## src/rtl/upt_seq_pkg.sv

```systemverilog
// Shared definitions for the UPT sequencer: state encoding, sample width and
// the per-state decode of the core control pins.
package upt_seq_pkg;

   localparam int SAMPLE_W = 64;

   typedef enum logic [2:0] {
      S_IDLE    = 3'd0,
      S_RESET   = 3'd1,
      S_SEED    = 3'd2,
      S_CALIB   = 3'd3,
      S_RUN     = 3'd4,
      S_READ    = 3'd5,
      S_RELEASE = 3'd6
   } state_t;

   typedef struct packed {
      logic rst;
      logic init;
      logic calib;
      logic en;
      logic read;
   } core_ctl_t;

   function automatic core_ctl_t core_ctl(input state_t s);
      core_ctl_t c;
      c = '0;
      case (s)
         S_IDLE, S_RESET:   c.rst   = 1'b1;
         S_SEED:            c.init  = 1'b1;
         S_CALIB:           c.calib = 1'b1;
         S_RUN, S_RELEASE:  c.en    = 1'b1;
         S_READ: begin
            c.en   = 1'b1;
            c.read = 1'b1;
         end
         default:           c.rst   = 1'b1;
      endcase
      return c;
   endfunction

endpackage

```

## src/rtl/upt_seq_fifo.sv

```systemverilog
// First-word-fall-through synchronous FIFO holding UPT samples.
// A push into a full FIFO is accepted only when a pop happens in the same cycle.
module upt_seq_fifo #(
   parameter int DEPTH = 4,
   parameter int WIDTH = 64
) (
   input  logic                     clk,
   input  logic                     rst_n,
   input  logic                     push,
   input  logic [WIDTH-1:0]         push_data,
   input  logic                     pop,
   output logic [WIDTH-1:0]         rd_data,
   output logic [$clog2(DEPTH):0]   level,
   output logic                     full,
   output logic                     empty
);
   localparam int AW = $clog2(DEPTH);
   localparam int LW = AW + 1;

   logic [WIDTH-1:0] r_mem [DEPTH];
   logic [AW-1:0]    r_wr_ptr;
   logic [AW-1:0]    r_rd_ptr;
   logic [LW-1:0]    r_level;
   logic             w_pop;
   logic             w_push;

   assign w_pop  = pop && (r_level != '0);
   assign w_push = push && ((r_level != LW'(DEPTH)) || w_pop);

   // DEPTH is a power of two, so the pointers wrap naturally.
   always_ff @(posedge clk) begin
      if (!rst_n) begin
         r_wr_ptr <= '0;
         r_rd_ptr <= '0;
         r_level  <= '0;
      end else begin
         if (w_push) r_wr_ptr <= r_wr_ptr + 1'b1;
         if (w_pop)  r_rd_ptr <= r_rd_ptr + 1'b1;
         case ({w_push, w_pop})
            2'b10:   r_level <= r_level + 1'b1;
            2'b01:   r_level <= r_level - 1'b1;
            default: r_level <= r_level;
         endcase
      end
   end

   always_ff @(posedge clk) begin
      if (w_push) r_mem[r_wr_ptr] <= push_data;
   end

   assign rd_data = (r_level != '0) ? r_mem[r_rd_ptr] : '0;
   assign level   = r_level;
   assign full    = (r_level == LW'(DEPTH));
   assign empty   = (r_level == '0);

endmodule

```

## src/rtl/upt_seq_ctrl.sv

```systemverilog
// UPT entropy-core sequencer: bring-up (reset, seed, calibrate) then read loop into a FIFO.
// Define UPT_SEQ_TIMEOUT_EN to enable the READ-state watchdog and timeout_err flag.
module upt_seq_ctrl
   import upt_seq_pkg::*;
#(
   parameter int FIFO_DEPTH     = 4,
   parameter int RST_CYCLES     = 4,
   parameter int TIMEOUT_CYCLES = 1024
) (
   input  logic                          clk,
   input  logic                          rst_n,
   input  logic                          start,
   input  logic                          stop,
   input  logic [31:0]                   cfg_calib_cycles,
   output logic                          core_rst,
   output logic                          core_init,
   output logic                          core_calib,
   output logic                          core_en,
   output logic                          core_read,
   input  logic                          core_ready,
   input  logic [SAMPLE_W-1:0]           core_sample,
   output logic                          rd_valid,
   output logic [SAMPLE_W-1:0]           rd_data,
   input  logic                          rd_pop,
   output logic [$clog2(FIFO_DEPTH):0]   fifo_level,
   output logic                          busy,
   output logic [2:0]                    state_o,
   output logic                          timeout_err
);
`ifdef UPT_SEQ_TIMEOUT_EN
   localparam bit WD_EN = 1'b1;
`else
   localparam bit WD_EN = 1'b0;
`endif

   state_t      r_state;
   state_t      w_state_next;
   logic [31:0] r_cnt;
   logic [31:0] r_calib_ld;
   core_ctl_t   r_ctl;
   logic        w_push;
   logic        w_full;
   logic        w_empty;
   logic        w_wd_fire;
   logic        w_start_ok;

   // A capture in READ completes even if stop arrives in the same cycle.
   assign w_push     = (r_state == S_READ) && core_ready;
   assign w_wd_fire  = WD_EN && (r_state == S_READ) && !core_ready &&
                       (r_cnt == 32'(TIMEOUT_CYCLES - 1));
   assign w_start_ok = (r_state == S_IDLE) && (w_state_next == S_RESET);

   always_comb begin
      w_state_next = r_state;
      case (r_state)
         S_IDLE:    if (start) w_state_next = S_RESET;
         S_RESET:   if (r_cnt == 32'(RST_CYCLES - 1)) w_state_next = S_SEED;
         S_SEED:    w_state_next = (r_calib_ld == '0) ? S_RUN : S_CALIB;
         S_CALIB:   if (r_cnt == r_calib_ld - 32'd1) w_state_next = S_RUN;
         S_RUN:     if (!w_full) w_state_next = S_READ;
         S_READ: begin
            if (core_ready)     w_state_next = S_RELEASE;
            else if (w_wd_fire) w_state_next = S_RESET;
         end
         S_RELEASE: if (!core_ready) w_state_next = S_RUN;
         default:   w_state_next = S_IDLE;
      endcase
      if (stop) w_state_next = S_IDLE;
   end

   // Core pins are decoded from the next state so they change on state entry.
   always_ff @(posedge clk) begin
      if (!rst_n) begin
         r_state    <= S_IDLE;
         r_ctl      <= core_ctl(S_IDLE);
         r_cnt      <= '0;
         r_calib_ld <= '0;
      end else begin
         r_state <= w_state_next;
         r_ctl   <= core_ctl(w_state_next);
         r_cnt   <= (w_state_next != r_state) ? '0 : r_cnt + 32'd1;
         if (w_start_ok) r_calib_ld <= cfg_calib_cycles;
      end
   end

`ifdef UPT_SEQ_TIMEOUT_EN
   logic r_timeout_err;
   always_ff @(posedge clk) begin
      if (!rst_n)                 r_timeout_err <= 1'b0;
      else if (w_start_ok)        r_timeout_err <= 1'b0;
      else if (w_wd_fire && !stop) r_timeout_err <= 1'b1;
   end
   assign timeout_err = r_timeout_err;
`else
   assign timeout_err = 1'b0;
`endif

   upt_seq_fifo #(
      .DEPTH (FIFO_DEPTH),
      .WIDTH (SAMPLE_W)
   ) u_fifo (
      .clk       (clk),
      .rst_n     (rst_n),
      .push      (w_push),
      .push_data (core_sample),
      .pop       (rd_pop),
      .rd_data   (rd_data),
      .level     (fifo_level),
      .full      (w_full),
      .empty     (w_empty)
   );

   assign core_rst   = r_ctl.rst;
   assign core_init  = r_ctl.init;
   assign core_calib = r_ctl.calib;
   assign core_en    = r_ctl.en;
   assign core_read  = r_ctl.read;
   assign rd_valid   = !w_empty;
   assign busy       = (r_state != S_IDLE);
   assign state_o    = r_state;

endmodule

```

## config.mk

```make
export PLATFORM = sky130hd
export DESIGN_NAME = upt_seq_ctrl
export DESIGN_NICKNAME = d
export VERILOG_FILES = /design/src/rtl/upt_seq_pkg.sv /design/src/rtl/upt_seq_fifo.sv /design/src/rtl/upt_seq_ctrl.sv
export SDC_FILE = /design/constraint.sdc
export NUM_CORES = 1
export LEC_CHECK = 0
export BUFFER_PORTS_ARGS = -buffer_cell sky130_fd_sc_hd__buf_2
export CAP_MARGIN = 0
export CORE_MARGIN = 2
export CORE_UTILIZATION = 30
export DETAILED_ROUTE_END_ITERATION = 8
export HOLD_SLACK_MARGIN = 0.08
export SETUP_SLACK_MARGIN = 0.5
export SLEW_MARGIN = 20
export SYNTH_ARGS = -nofsm -noshare
export SYNTH_HDL_FRONTEND = slang
export SYNTH_SLANG_ARGS = --single-unit
```

## constraint.sdc

```tcl
create_clock -name clk -period 4.8 [get_ports clk]
set_input_delay 0.48 -clock clk [delete_from_list [all_inputs] [get_ports clk]]
set_output_delay 0.48 -clock clk [all_outputs]
set_load 0.01 [all_outputs]
```

# Word-level counts from Yosys, hierarchy flattened
# Memory sizes are Yosys's and may differ from the RTL's. A register that Yosys moved wholly into a read port is not among the register bits.
# Cells that the tools add are included.
# Widths: inputs -> output; s select.
# word_totals
regBits	79
rom_bits	0
ram_bits	256
wordCells	73
latch_bits	0
n_memories	1
out_inout_bits	78
inputBits	102
# memory_table
name	words	word_bits	rd	rd_ports_with_merged_regs	write_ports	line	text
u_fifo.r_mem	4	64	1	1	1	upt_seq_fifo.sv:20	logic [WIDTH-1:0] r_mem [DEPTH];
# classes
bitwise_logic	1
shift	0
n_mux	20
n_reduce_logical	15
n_eq_ne	19
div	0
add_sub_neg	6
order_cmp	0
mul	0
# op_table
op	count
$mux 64	1
$add 32x1->32 const B	1
$eq 32x2->1 const B	1
$eq 32x32->1	1
$logic_not 32->1	1
$sub 32x1->32 const B	1
$mux 3	8
$eq 3x3->1 const B	7
$pmux 3 s7	1
$eq 3x2->1 const B	4
$mux 1	7
$eq 3x1->1 const B	2
$logic_not 3->1	2
$pmux 3 s2	1
$reduce_bool 3->1	2
$reduce_or 5->1	1
$add 2x1->2 const B	2
$logic_and 1x1->1	4
$mux 2	2
$add 3x1->3 const B	1
$ne 3x3->1	1
$ne 3x3->1 const B	1
$reduce_or 3->1	1
$sub 3x1->3 const B	1
7 further kinds	7

# Depth between registers and ports, before layout
# Gate-level depths: netlist of the first run.
# depth
depth_word	8
depth_mapped	13
depth_no_buf	11

# Modules after synthesis
# From an unflattened synthesis of the first run, not the netlist that was laid out.
# hier_totals
cells_unflattened	1042
area_unflattened_um2	15059.4
# by_module_without_submodules
module	area_per_inst_um2	cells_per_inst	seq_area_each_um2	instances
upt_seq_fifo	10375.0	473	7867.5	1
upt_seq_ctrl	4684.5	569	1441.4	1

# Least setup slack after synthesis of the first run
# No wires, ideal clock.
# synth_timing
kind	flip-flop to flip-flop
start	register r_state[0], in the netlist state_o[0]
end	memory u_fifo.r_mem[0][0] (enable)
n_path_buf	1
path_slack_ps	1316
t_arrival_ps	3056
setup_ps	429
required_ps	4371
path_stages_with_launch	4
period_less_slack_ps	3484
path_cell_list	dfxtp_1 clkbuf_1 nor4b_1 and2_1
# synth_via
elab_chain_cells	5
# synth_lines
element	line	text
start, declared	upt_seq_ctrl.sv:36	state_t r_state;
start signal, assigned	upt_seq_ctrl.sv:79	r_state <= w_state_next;
$eq 3x3->1	upt_seq_ctrl.sv:48	assign w_push = (r_state == S_READ) && core_ready;
$logic_and 1x1->1	upt_seq_ctrl.sv:48	
$logic_and 1x1->1	upt_seq_fifo.sv:28	assign w_push = push && ((r_level != LW'(DEPTH)) || w_pop);
$mux 1	upt_seq_fifo.sv:48	if (w_push) r_mem[r_wr_ptr] <= push_data;
$mux 1 (implied by the code)	upt_seq_fifo.sv:48	
end, declared	upt_seq_fifo.sv:20	
# Every way passes these cells.

# Final worst setup path of the first run
# layout_timing
start	register r_calib_ld[0]
end	register r_cnt[4]
# layout_via
elab_chain_cells	7
elab_cells_between_ends	9
classes_between	1 x add/sub; 2 x eq/ne; 4 x mux; 2 x reduce/logical
# layout_lines
element	line	text
start, declared	upt_seq_ctrl.sv:39	logic [31:0] r_calib_ld;
start signal, assigned	upt_seq_ctrl.sv:82	if (w_start_ok) r_calib_ld <= cfg_calib_cycles;
$sub 32x1->32	upt_seq_ctrl.sv:59	S_CALIB: if (r_cnt == r_calib_ld - 32'd1) w_state_next = S_RUN;
$eq 32x32->1	upt_seq_ctrl.sv:59	
$mux 3	upt_seq_ctrl.sv:59	
$pmux 3 s7 *	upt_seq_ctrl.sv:55	case (r_state)
$mux 3 *	upt_seq_ctrl.sv:68	if (stop) w_state_next = S_IDLE;
$ne 3x3->1 *	upt_seq_ctrl.sv:81	r_cnt <= (w_state_next != r_state) ? '0 : r_cnt + 32'd1;
$reduce_or 2->1 (no line) *	-	
end signal, assigned	upt_seq_ctrl.sv:81	
end, declared	upt_seq_ctrl.sv:38	logic [31:0] r_cnt;
# Mark *: on every way between the ends. The rest lies on a longest branch, timed or not.
# A chain may end at the register's enable or synchronous reset.

==> run_results.csv, run 1 <==
group,metric,value,unit
worst_setup_path,cp_slowest_cell,"or4_1",
power_and_ir_drop,sequentialPowerShare,0.495,
timing,min_period,3.76,ns
worst_setup_path,slowest_delay,0.55,ns
power_and_ir_drop,peakVddDrop,0.212,mV
placed_design,port_buffers,178,
timing,rsz0062_at_grt,"no",
floorplanning,dieArea,50400,um2
clocking,holdBufCountCts,0,
timing,skew,0.00999,ns
finish,drive_above_1_share,0.279,
power_and_ir_drop,p_leak,5.97,nW
clocking,clkLatencyLatePin,0.54,ns
synthesis,avgSynthCellArea,14.5,um2
placed_design,post_dp_cell_area,16100,um2
power_and_ir_drop,power_frac_clock,0.463,
power_and_ir_drop,p_per_area,368,nW/um2
worst_setup_path,crit_buf_inv,2,
timing,slew_viol_final,0,
grt,first_global_vias,9005,
detailed_routing,vias,9053,
worst_setup_path,path_common_cell,"or4_1",
run,max_cap_violations,0,
floorplanning,ios,180,
finish,nets,1291,
detailed_routing,viasPerCell,4.96,
floorplanning,core_area,47800,um2
synthesis,synth-edff-count,256,
synthesis,netlist-cell-type-count,65,
grt,grt_antenna_before_repair,1,
clocking,clockBufferDepth,3,
detailed_routing,ant_nets,0,
timing,slew_headroom,0.295,
finish,postLayoutCellArea,17400,um2
synthesis,seq_area_frac_synth,0.638,
worst_setup_path,crit_path_start,"r_calib_ld[0]$_SDFFE_PN0P_",
grt,grt_usage,0.133,
finish,antenna_cells,0,
power_and_ir_drop,sw_frac_of_total,0.213,
floorplanning,fp.dieH,224,um
placed_design,gp_congestion,0.847,
clocking,h-tree-depth,2,
timing,setup_tns,0,ns
worst_setup_path,endpoint_kind,"flip-flop",
timing,final_hold_viol_count,0,
min_path,hold_start,"core_sample[43]",
worst_setup_path,path_class,"flip-flop to flip-flop",
power_and_ir_drop,switchingPower,1.37,mW
clocking,cts_tree,"built",
min_path,hp-class,"input port to flip-flop",
clocking,cts_buffers,39,
outcome,status,"finished, final reports clean",
clocking,postCtsSetupRepairBufs,0,
synthesis,ys.flop_type,"edfxtp_1",
detailed_routing,drt_iter0_markers,667,
detailed_routing,route.detailed.drc,0,
worst_setup_path,path_delay_family,"simple AND/OR/NAND/NOR gates",
worst_setup_path,r2r-start,"r_calib_ld[0]$_SDFFE_PN0P_",
timing,post-route-period-util,0.782,
worst_setup_path,cp_cell_sequence,"inv_1 -> ha_1 -> nor4b_4 -> a31oi_1 -> or4_1 -> or4_1 -> a2111o_1 -> nor4_2 -> a21o_1 -> buf_4 -> a2111oi_0",
timing,setup_violations,0,
detailed_routing,drt_first_pass_iters,5,
synthesis,netlist_instances,1009,
placed_design,dp_hpwl,22200,um
worst_setup_path,path_max_fanout,32,
worst_setup_path,required,5.19,ns
timing,fmax,266,MHz
power_and_ir_drop,internal_power,5.04,mW
finish,area_growth,19.5,%
clocking,root_buffer,"clkbuf_16",
clocking,cts_resized,0,
synthesis,ys_ff_latch,337,
grt,overflow,0,
grt,grt_pass1_wl,51600,um
synthesis,syn_area,14600,um2
floorplanning,die_x,224,um
power_and_ir_drop,power,6.41,mW
detailed_routing,routed_wl,33700,um
synthesis,yosys_warnings,0,
detailed_routing,wl_per_cell,18.5,um
worst_setup_path,startpoint_type,"flip-flop",
synthesis,synth_async_sr_flop_share,0,
synthesis,synth_fp_nets,1119,
timing,worst_pin_slew,1.06,ns
worst_setup_path,critPathArrivalTime,4.15,ns
clocking,cts.clk_slew.worst_paths,0.06,ns
power_and_ir_drop,combPwrFrac,0.042,
floorplanning,start_util,0.305,
clocking,cts_sinks,337,
floorplanning,num_rows,80,
grt,grt_max_degree,66,
-- cells in the final DEF (no fill, tap or decap), types with 26 or more instances in the layout --
cell | synthesis | final
and2_1 | 78 | 74
nor2_1 | 32 | 32
dfxtp_1 | 81 | 79
a21boi_0 | 35 | 35
xor2_1 | 32 | 32
nand2_1 | 88 | 88
xnor2_1 | 38 | 38
mux4_2 | 64 | 64
a2111oi_1 | 26 | 26
buf_2 | 1 | 178
edfxtp_1 | 256 | 256
clkbuf_16 | 0 | 41
-- registers in the layout, summed over array words and instances (netlist names), 2 cells and up, named ones only --
| register | cells |
|---|---|
| u_fifo.r_mem | 256 |
| r_calib_ld | 32 |
| u_fifo.level | 3 |
| u_fifo.r_rd_ptr | 2 |
| u_fifo.r_wr_ptr | 2 |
| state_o | 3 |
| r_cnt | 32 |
-- synth_stat cells (4+ instances only) --
| master | instances | area share |
|---|---|---|
| clkbuf_1 | 51 | 0.013 |
| edfxtp_1 | 256 | 0.53 |
| buf_1 | 7 | 0.0018 |
| mux4_2 | 64 | 0.099 |
| and4_1 | 4 | 0.0024 |
| o21ai_0 | 12 | 0.0041 |
| nor3_1 | 12 | 0.0041 |
| a21boi_0 | 35 | 0.018 |
| and2_1 | 78 | 0.033 |
| inv_1 | 15 | 0.0039 |
| nand2_1 | 88 | 0.023 |
| nand3_1 | 20 | 0.0069 |
| a21oi_1 | 15 | 0.0051 |
| a31oi_1 | 4 | 0.0017 |
| nor4_1 | 13 | 0.0056 |
| dfxtp_1 | 81 | 0.11 |
| nor2b_1 | 5 | 0.0021 |
| a41oi_1 | 5 | 0.0030 |
| nand4_1 | 7 | 0.0030 |
| a21o_1 | 5 | 0.0026 |
| xor2_1 | 32 | 0.019 |
| a2111oi_1 | 26 | 0.018 |
| ha_1 | 7 | 0.0060 |
| a2111oi_0 | 7 | 0.0042 |
| or3_1 | 13 | 0.0056 |
| a211oi_1 | 6 | 0.0031 |
| or4_1 | 8 | 0.0041 |
| and3_1 | 8 | 0.0034 |
| xnor2_1 | 38 | 0.023 |
| nor2_1 | 32 | 0.0082 |
-- metal layers --
| metal | global-route usage | share of wire | wire (um) |
|---|---|---|---|
| met5 | 0 | 0.00030 | 10 |
| met4 | 0.0402 | 0.020 | 674 |
| met3 | 0.0316 | 0.069 | 2340 |
| met2 | 0.216 | 0.46 | 15600 |
| met1 | 0.176 | 0.45 | 15100 |
-- per-stage QoR --
step	hold slack [ns]	util	instances	setup WS, ns
2_1_floorplan	0.463	-	1009	1.32
3_3_place_gp	0.494	0.337	1755	1.11
3_5_place_dp	0.495	0.337	1755	1.07
4_1_cts	0.112	0.364	1825	1.06
5_1_grt	0.128	0.364	1825	0.807
6_report	0.149	0.364	1825	1.04
-- logic make-up after synthesis --
kind of cell               after synthesis  synth area share
xor gates and xnor gates                70            0.0420
buffers and inverters                   80            0.0228
AOI/OAI and AO/OA                      134            0.0709
and+or+nand+nor                        311             0.117
DFF                                    337             0.638
adders and majority gates                8           0.00738
muxes                                   68             0.102
other                                    1          0.000257
-- area by class of cell --
type / instances / area [um2]
Timing Repair Buffer: 196 / 1040
Tap cell: 615 / 769
Clock buffer: 47 / 1050
Fill cell: 4614 / 30400
Inverter: 15 / 56.3
Clock inverter: 23 / 243
Multi-Input combinational cell: 592 / 4950
Sequential cell: 337 / 9310
-- worst paths after layout --
path                                   end  slack [ns]  depth (start not counted)
max reg2reg            r_cnt[4]$_SDFF_PP0_        1.04                         11
min reg2reg    r_calib_ld[18]$_SDFFE_PN0P_        0.50                          2
max                    r_cnt[4]$_SDFF_PP0_        1.04                         11
min          u_fifo.r_mem[1][43]$_DFFE_PP_        0.15                          1
-- power groups by stage --
stage	sequential [mW]	clock [mW]	combinational [mW]
floorplan	3.22	0	0.165
global placement	3.23	0	0.260
CTS	3.17	3.07	0.269
detailed placement	3.23	0	0.268
global route	3.17	3.17	0.298
finish	3.17	2.97	0.270
Note: power is estimated with default switching activity, not from simulation.
==> run 2, diff against run 1 <==
==> constraint.sdc (replaced) <==
create_clock -name clk -period 3.9 [get_ports clk]
set_input_delay 0.39 -clock clk [delete_from_list [all_inputs] [get_ports clk]]
set_output_delay 0.39 -clock clk [all_outputs]
set_load 0.01 [all_outputs]
==> run 2 against run 1 <==
  * Clock-buffer cell count is 2 higher
  * Combinational power rose by 52%
  * Sequential power grew 23%
  * Via count rose by 2.7%
  * Critical endpoint is now r_cnt[28]$_SDFF_PP0_
==> run_results.csv, run 2 (synthesized netlist as in run 1, its figures left out) <==
group,metric,value,unit
timing,skew,0.0133,ns
timing,setup_tns,0,ns
finish,drive_above_1_share,0.266,
worst_setup_path,startpoint_type,"flip-flop",
worst_setup_path,crit_cells,11,
placed_design,dp_hpwl,22600,um
power_and_ir_drop,power,7.66,mW
clocking,cts.clk_slew.worst_paths,0.06,ns
detailed_routing,vias,9293,
worst_setup_path,path_class,"flip-flop to flip-flop",
outcome,status,"finished, final reports clean",
floorplanning,start_util,0.305,
detailed_routing,ant_nets,0,
grt,grt_use_met3,0.0266,
power_and_ir_drop,p_leak,6.35,nW
placed_design,port_buffers,178,
detailed_routing,route.detailed.drc,0,
grt,grt_max_degree,66,
timing,rsz0062_at_grt,"no",
detailed_routing,drt_first_pass_iters,5,
grt,overflow,0,
grt,use_met2,0.231,
timing,post-route-period-util,0.840,
floorplanning,num_rows,80,
min_path,hold_start,"cfg_calib_cycles[30]",
grt,grt_antenna_before_repair,0,
timing,slew_headroom,0.526,
finish,final_cell_mix,"256 x edfxtp_1, 178 x buf_2, 88 x nand2_1",
timing,slew_viol_final,0,
finish,top_register,"u_fifo.r_mem",
worst_setup_path,r2r-start,"r_calib_ld[1]$_SDFFE_PN0P_",
grt,grt_pass1_wl,54100,um
detailed_routing,viasPerCell,4.86,
clocking,cts_sinks,337,
floorplanning,die_x,224,um
finish,area_growth,25.9,%
floorplanning,fp.dieH,224,um
worst_setup_path,r2r_cells,11,
finish,layout_commonest_cell,"edfxtp_1",
floorplanning,ios,180,
worst_setup_path,cp_cell_sequence,"inv_1 -> ha_2 -> nor4b_4 -> a31oi_1 -> or4_1 -> or4_1 -> a2111o_1 -> nor4_4 -> a21o_4 -> clkbuf_16 -> a2111oi_1",
clocking,root_buffer,"clkbuf_16",
clocking,h-tree-depth,2,
finish,fillers,4501,
grt,first_global_vias,9485,
finish,antenna_cells,0,
finish,reg_top3,"u_fifo.r_mem (256), r_calib_ld (32), r_cnt (32)",
min_path,hold_end,"r_calib_ld[30]$_SDFFE_PN0P_",
clocking,clkLatencyLatePin,0.55,ns
finish,nets,1379,
worst_setup_path,path_max_fanout,18,
worst_setup_path,regToRegSetupSlack,0.62,ns
clocking,clockBufferDepth,3,
worst_setup_path,slowest_delay,0.53,ns
detailed_routing,wl_per_cell,18.4,um
timing,final_hold_viol_count,0,
worst_setup_path,critPathArrivalTime,3.67,ns
detailed_routing,routed_wl,35200,um
timing,fmax,305,MHz
grt,busiest_layer,"met2",
finish,ff_latch_area,9320,um2
clocking,cts_tree,"built",
worst_setup_path,crit_buf_inv,2,
power_and_ir_drop,peakVddDrop,0.260,mV
finish,largest_reg_flops,256,
worst_setup_path,crit_path_start,"r_calib_ld[1]$_SDFFE_PN0P_",
detailed_routing,drt_iter0_markers,543,
grt,grt_usage,0.139,
worst_setup_path,path_common_cell,"or4_1",
timing,min_period,3.28,ns
worst_setup_path,path_delay_family,"simple AND/OR/NAND/NOR gates",
worst_setup_path,cp_slowest_cell,"or4_1",
power_and_ir_drop,p_per_area,417,nW/um2
floorplanning,dieArea,50400,um2
timing,setup_violations,0,
worst_setup_path,required,4.29,ns
grt,met1_usage,0.183,
min_path,hp-class,"input port to flip-flop",
timing,worst_pin_slew,0.711,ns
clocking,cts_buffers,39,
run,max_cap_violations,0,
worst_setup_path,r2r-end,"r_cnt[28]$_SDFF_PP0_",
placed_design,gp_congestion,0.855,
finish,multi_input_area,5000,um2
min_path,holdPathStages,3,
worst_setup_path,endpoint_kind,"flip-flop",
floorplanning,core_area,47800,um2
==> run 2: final cells by class <==
| type | instances | area share |
|---|---|---|
| sequential | 337 | 0.507 |
| multi-input combinational | 592 | 0.272 |
| tap | 615 | 0.0419 |
| clock inverter | 22 | 0.00729 |
| clock buffer | 49 | 0.0569 |
| inverter | 15 | 0.00307 |
| timing repair buffer | 284 | 0.111 |
==> run 2: worst max-delay path by stage <==
stage | to | slack [ns]
floorplan | r_cnt[0]$_SDFF_PP0_ | 0.82
global placement | r_cnt[4]$_SDFF_PP0_ | 0.53
detailed placement | r_cnt[9]$_SDFF_PP0_ | 0.48
CTS | r_cnt[4]$_SDFF_PP0_ | 0.57
global route | r_cnt[2]$_SDFF_PP0_ | 0.54
finish | r_cnt[28]$_SDFF_PP0_ | 0.62
==> run 2: worst min-delay path, cell delays in order <==
cell and delay, ns:
buf_2 0.10, nand2_1 0.05, a21boi_0 0.07
==> run 2: what timing repair did <==
action / CTS / global route
hold buffers: 84 / 0
setup endpoints to repair: 25 / 34
pin swaps: 0 / 1
cloned: 0 / 2
hold endpoints to repair: 276 / 0
setup buffers: 1 / 0
resized for setup: 0 / 9
==> run 2: through the flow <==
step                      std cells  hold WS, ns  area [um2]  worst slack [ns]   util
after global routing           1914       0.0979       18400             0.543  0.384
after global placement         1756        0.494       16200             0.531  0.339
after CTS                      1912       0.0810       18300             0.566  0.382
after floorplan                1009        0.463       14600             0.823      -
final                          1914        0.118       18400             0.624  0.384
after detailed placement       1756        0.500       16200             0.475  0.340
==> run 2: power breakdown <==
part,total (mW),internal (mW),switching (mW)
Sequential,3.91,3.87,0.0337
Clock,3.35,1.91,1.43
Combinational,0.411,0.201,0.210
Total,7.66,5.98,1.68
==> run 2: metal layers <==
metal | vias up | wire (um) | share of wire
li1 | 4390 | - | -
met1 | 4578 | 15700 | 0.45
met2 | 273 | 16800 | 0.48
met3 | 52 | 1960 | 0.056
met4 | 0 | 740 | 0.021
met5 | - | 0 | 0
==> run 3, diff against run 2 <==
--- a/config.mk
+++ b/config.mk
@@ -5,6 +5,7 @@
 export SDC_FILE = /design/constraint.sdc
 export NUM_CORES = 1
 export LEC_CHECK = 0
+export ABC_AREA = 1
 export BUFFER_PORTS_ARGS = -buffer_cell sky130_fd_sc_hd__buf_2
 export CAP_MARGIN = 0
 export CORE_MARGIN = 2
==> constraint.sdc (replaced) <==
create_clock -name clk -period 2.7 [get_ports clk]
set_input_delay 0.27 -clock clk [delete_from_list [all_inputs] [get_ports clk]]
set_output_delay 0.27 -clock clk [all_outputs]
set_load 0.01 [all_outputs]
==> run 3 against run 2 <==
  * Register-to-register slack got worse by 0.58 ns
  * Global-route usage rose by 3.7 points
  * Critical path depth rose by 11
  * Die area rose by 3.5%
  * Routed wire length rose by 40%
  * Hold slack improved by 0.081 ns
  * Area after synthesis rose by 3.6%
  * Synthesized cell count rose by 53%
  * Sequential cell count did not move
  * Design area rose by 18%
  * Total power rose by 87%
  * Clock-buffer cell count fell by 3
==> run_results.csv, run 3 <==
group,metric,value,unit
worst_setup_path,regToRegSetupSlack,0.04,ns
synthesis,synth_top_area_cell,"edfxtp_1",
clocking,cts_sinks,337,
detailed_routing,drt_first_pass_iters,5,
power_and_ir_drop,p_leak,8.22,nW
outcome,status,"finished, final reports clean",
timing,skew,0.0206,ns
finish,final_cell_mix,"321 x nor2_1, 256 x edfxtp_1, 161 x buf_2",
worst_setup_path,r2r_cells,22,
power_and_ir_drop,internal_power,10.1,mW
run,max_cap_violations,0,
detailed_routing,wl_met2,23800,um
synthesis,synthSimpleGateAreaFrac,0.209,
grt,grt_pass1_wl,70600,um
detailed_routing,routed_wl,49400,um
timing,final_hold_viol_count,0,
synthesis,avgSynthCellArea,9.79,um2
finish,final_core_util,0.435,
min_path,hold_start,"core_ready",
clocking,root_buffer,"clkbuf_16",
min_path,holdPathStages,4,
worst_setup_path,startpoint_type,"flip-flop",
worst_setup_path,path_class,"flip-flop to flip-flop",
grt,grt_max_degree,65,
worst_setup_path,r2r-start,"r_calib_ld[1]$_SDFFE_PN0P_",
power_and_ir_drop,sw_frac_of_total,0.294,
synthesis,synth-compound-area-share,0.0851,
detailed_routing,highest_layer,"met5",
synthesis,synth_mux_area_frac,0,
finish,postLayoutCellArea,21700,um2
detailed_routing,wl_met1,21000,um
placed_design,post_dp_cell_area,17100,um2
timing,worst_pin_slew,0.793,ns
power_and_ir_drop,switchingPower,4.20,mW
power_and_ir_drop,power,14.3,mW
clocking,clockBufferDepth,3,
floorplanning,core_area,50000,um2
placed_design,dp.cells,2362,
synthesis,ys.flop_type,"edfxtp_1",
timing,fmax,376,MHz
detailed_routing,vias,12436,
finish,drive_above_1_share,0.328,
finish,largest_reg_flops,256,
clocking,clkLatencyLatePin,0.55,ns
synthesis,yosys-top-cells-area,"edfxtp_1 51%, dfxtp_1 11%, nor2_1 9.5%",
detailed_routing,route.detailed.drc,0,
synthesis,syn_area,15100,um2
power_and_ir_drop,power_frac_clock,0.351,
finish,finalNonFillerCells,2603,
timing,setup_violations,0,
detailed_routing,ant_nets,0,
clocking,cts_tree,"built",
timing,setup_tns,0,ns
synthesis,synthXorXnorAreaFrac,0.0342,
worst_setup_path,slowest_delay,0.36,ns
power_and_ir_drop,combPwrFrac,0.248,
synthesis,yosysTopAreaCellShare,0.509,
worst_setup_path,cp_cell_sequence,"inv_4 -> ha_4 -> nand2_4 -> buf_4 -> buf_4 -> nand2_1 -> nand3_1 -> nor2_1 -> nand2_1 -> nor2_1 -> nand2_1 -> nor2_4 -> buf_4 -> buf_4 -> nand4_1 -> nand2_1 -> nand2_2 -> nand2_2 -> nand2_2 -> nand2_4 -> buf_12 -> nor3_1",
finish,top_register,"u_fifo.r_mem",
grt,overflow,0,
timing,slew_viol_final,0,
grt,grt_antenna_before_repair,2,
worst_setup_path,cp_slowest_cell,"dfxtp_4",
worst_setup_path,critPathArrivalTime,3.09,ns
floorplanning,dieArea,52100,um2
synthesis,synth-edff-count,256,
detailed_routing,drt_iter0_markers,896,
floorplanning,num_rows,82,
power_and_ir_drop,p_per_area,658,nW/um2
min_path,hp-class,"input port to flip-flop",
synthesis,synth_async_sr_flop_share,0,
power_and_ir_drop,peakVddDrop,0.458,mV
synthesis,netlist-cell-type-count,37,
clocking,cts_buffers,38,
worst_setup_path,required,3.13,ns
grt,grt_usage,0.176,
synthesis,seq_area_frac_synth,0.617,
floorplanning,ios,180,
power_and_ir_drop,sequentialPowerShare,0.401,
finish,antenna_cells,0,
timing,rsz0062_at_grt,"yes",
synthesis,synth_commonest_cells,"382 x nor2_1, 256 x edfxtp_1, 160 x nand2_1",
synthesis,yosys_warnings,0,
worst_setup_path,r2r-end,"r_cnt[4]$_SDFF_PP0_",
worst_setup_path,path_max_fanout,13,
floorplanning,fp.dieH,228,um
finish,area_growth,43.9,%
clocking,h-tree-depth,2,
floorplanning,die_x,228,um
worst_setup_path,path_delay_family,"simple AND/OR/NAND/NOR gates",
clocking,cts.clk_slew.worst_paths,0.06,ns
synthesis,ys_ff_latch,337,
finish,nets,2011,
timing,post-route-period-util,0.985,
detailed_routing,wl_met3,3160,um
synthesis,netlist_instances,1542,
synthesis,synth_fa_ha_area_frac,0.00713,
timing,slew_headroom,0.471,
worst_setup_path,crit_buf_inv,6,
finish,reg_top3,"u_fifo.r_mem (256), r_calib_ld (32), r_cnt (32)",
min_path,hold_end,"u_fifo.r_wr_ptr[1]$_SDFFE_PN0P_",
floorplanning,start_util,0.302,
placed_design,gp_congestion,0.929,
timing,min_period,2.66,ns
synthesis,synth_top_family_by_area,"simple AND/OR/NAND/NOR gates",
detailed_routing,viasPerCell,4.78,
finish,layout_commonest_cell,"nor2_1",
placed_design,dp_hpwl,26300,um
grt,first_global_vias,11954,
placed_design,port_buffers,178,
worst_setup_path,endpoint_kind,"flip-flop",
detailed_routing,wl_per_cell,19.0,um
synthesis,synth_most_common_cell,"nor2_1",
synthesis,synth_fp_nets,1652,
==> run 3: cell count changes after synthesis, sizes merged, moves of 57 or more <==
cell,delta
nor2,+362
o21ai,+165
nand2,+80
and2,-79
inv,+78
nor3,+66
mux4,-64
a21oi,+57
==> run 3: metrics by stage <==
step           worst slack (ns)  hold slack (ns)
5_1_grt                  -0.111            0.202
3_5_place_dp            -0.0202            0.460
6_report                 0.0403            0.199
2_1_floorplan             0.401            0.369
3_3_place_gp            -0.0310            0.455
4_1_cts                   0.123            0.162
==> run 3: layout make-up <==
type	count	area (um2)
fill	4625	28200
timing repair buffer	400	3880
inverter	96	373
clock inverter	24	191
sequential	337	9340
clock buffer	46	1010
multi-input combinational	1028	6080
tap	672	841
==> run 3: routing by layer <==
| layer | vias to the layer above | GRT usage |
|---|---|---|
| li1 | 5945 | - |
| met1 | 5972 | 0.227 |
| met2 | 436 | 0.298 |
| met3 | 79 | 0.0356 |
| met4 | 4 | 0.0549 |
| met5 | - | 0 |
==> run 3: power groups by stage <==
stage	combinational (mW)	sequential (mW)	clock (mW)
2_1_floorplan	1.16	5.79	0
3_3_place_gp	1.82	5.85	0
3_5_place_dp	1.84	5.85	0
4_1_cts	3.01	5.72	5.13
5_1_grt	3.79	5.74	5.31
6_report	3.55	5.73	5.02
==> run 3: worst reg2reg max path: cells and delay by family, from the launching register on <==
family / cells / cell delay (ns)
flip-flops: 1 / 0.36
buffers and inverters: 6 / 0.69
adder cells (fa/ha/maj): 1 / 0.16
AND/OR/NAND/NOR: 15 / 1.33
==> run 3: worst max path at each step <==
stage                                              end  cells after the start                        from
after floorplan           u_fifo.r_mem[0][0]$_DFFE_PP_                      4       state_o[1]$_SDFF_PN0_
after global placement      r_calib_ld[9]$_SDFFE_PN0P_                     15  r_calib_ld[7]$_SDFFE_PN0P_
after detailed placement    r_calib_ld[9]$_SDFFE_PN0P_                     18  r_calib_ld[0]$_SDFFE_PN0P_
after CTS                   r_calib_ld[0]$_SDFFE_PN0P_                     20  r_calib_ld[0]$_SDFFE_PN0P_
after global routing        r_calib_ld[7]$_SDFFE_PN0P_                     21  r_calib_ld[0]$_SDFFE_PN0P_
final                              r_cnt[4]$_SDFF_PP0_                     22  r_calib_ld[1]$_SDFFE_PN0P_
==> run 3: logic make-up after synthesis <==
family,Yosys count
fa+ha+maj,8
simple gates,706
buf+inv,177
xor+xnor,59
compound gates,254
flops,337
other cells,1
==> run 3: what timing repair did <==
item | in CTS | in global routing
setup buffers | 28 | 18
pin swaps | 21 | 84
hold buffers | 96 | 0
setup endpoints to repair | 138 | 157
cloned | 14 | 15
gates resized for setup | 165 | 249
endpoints found under the hold margin | 288 | 0
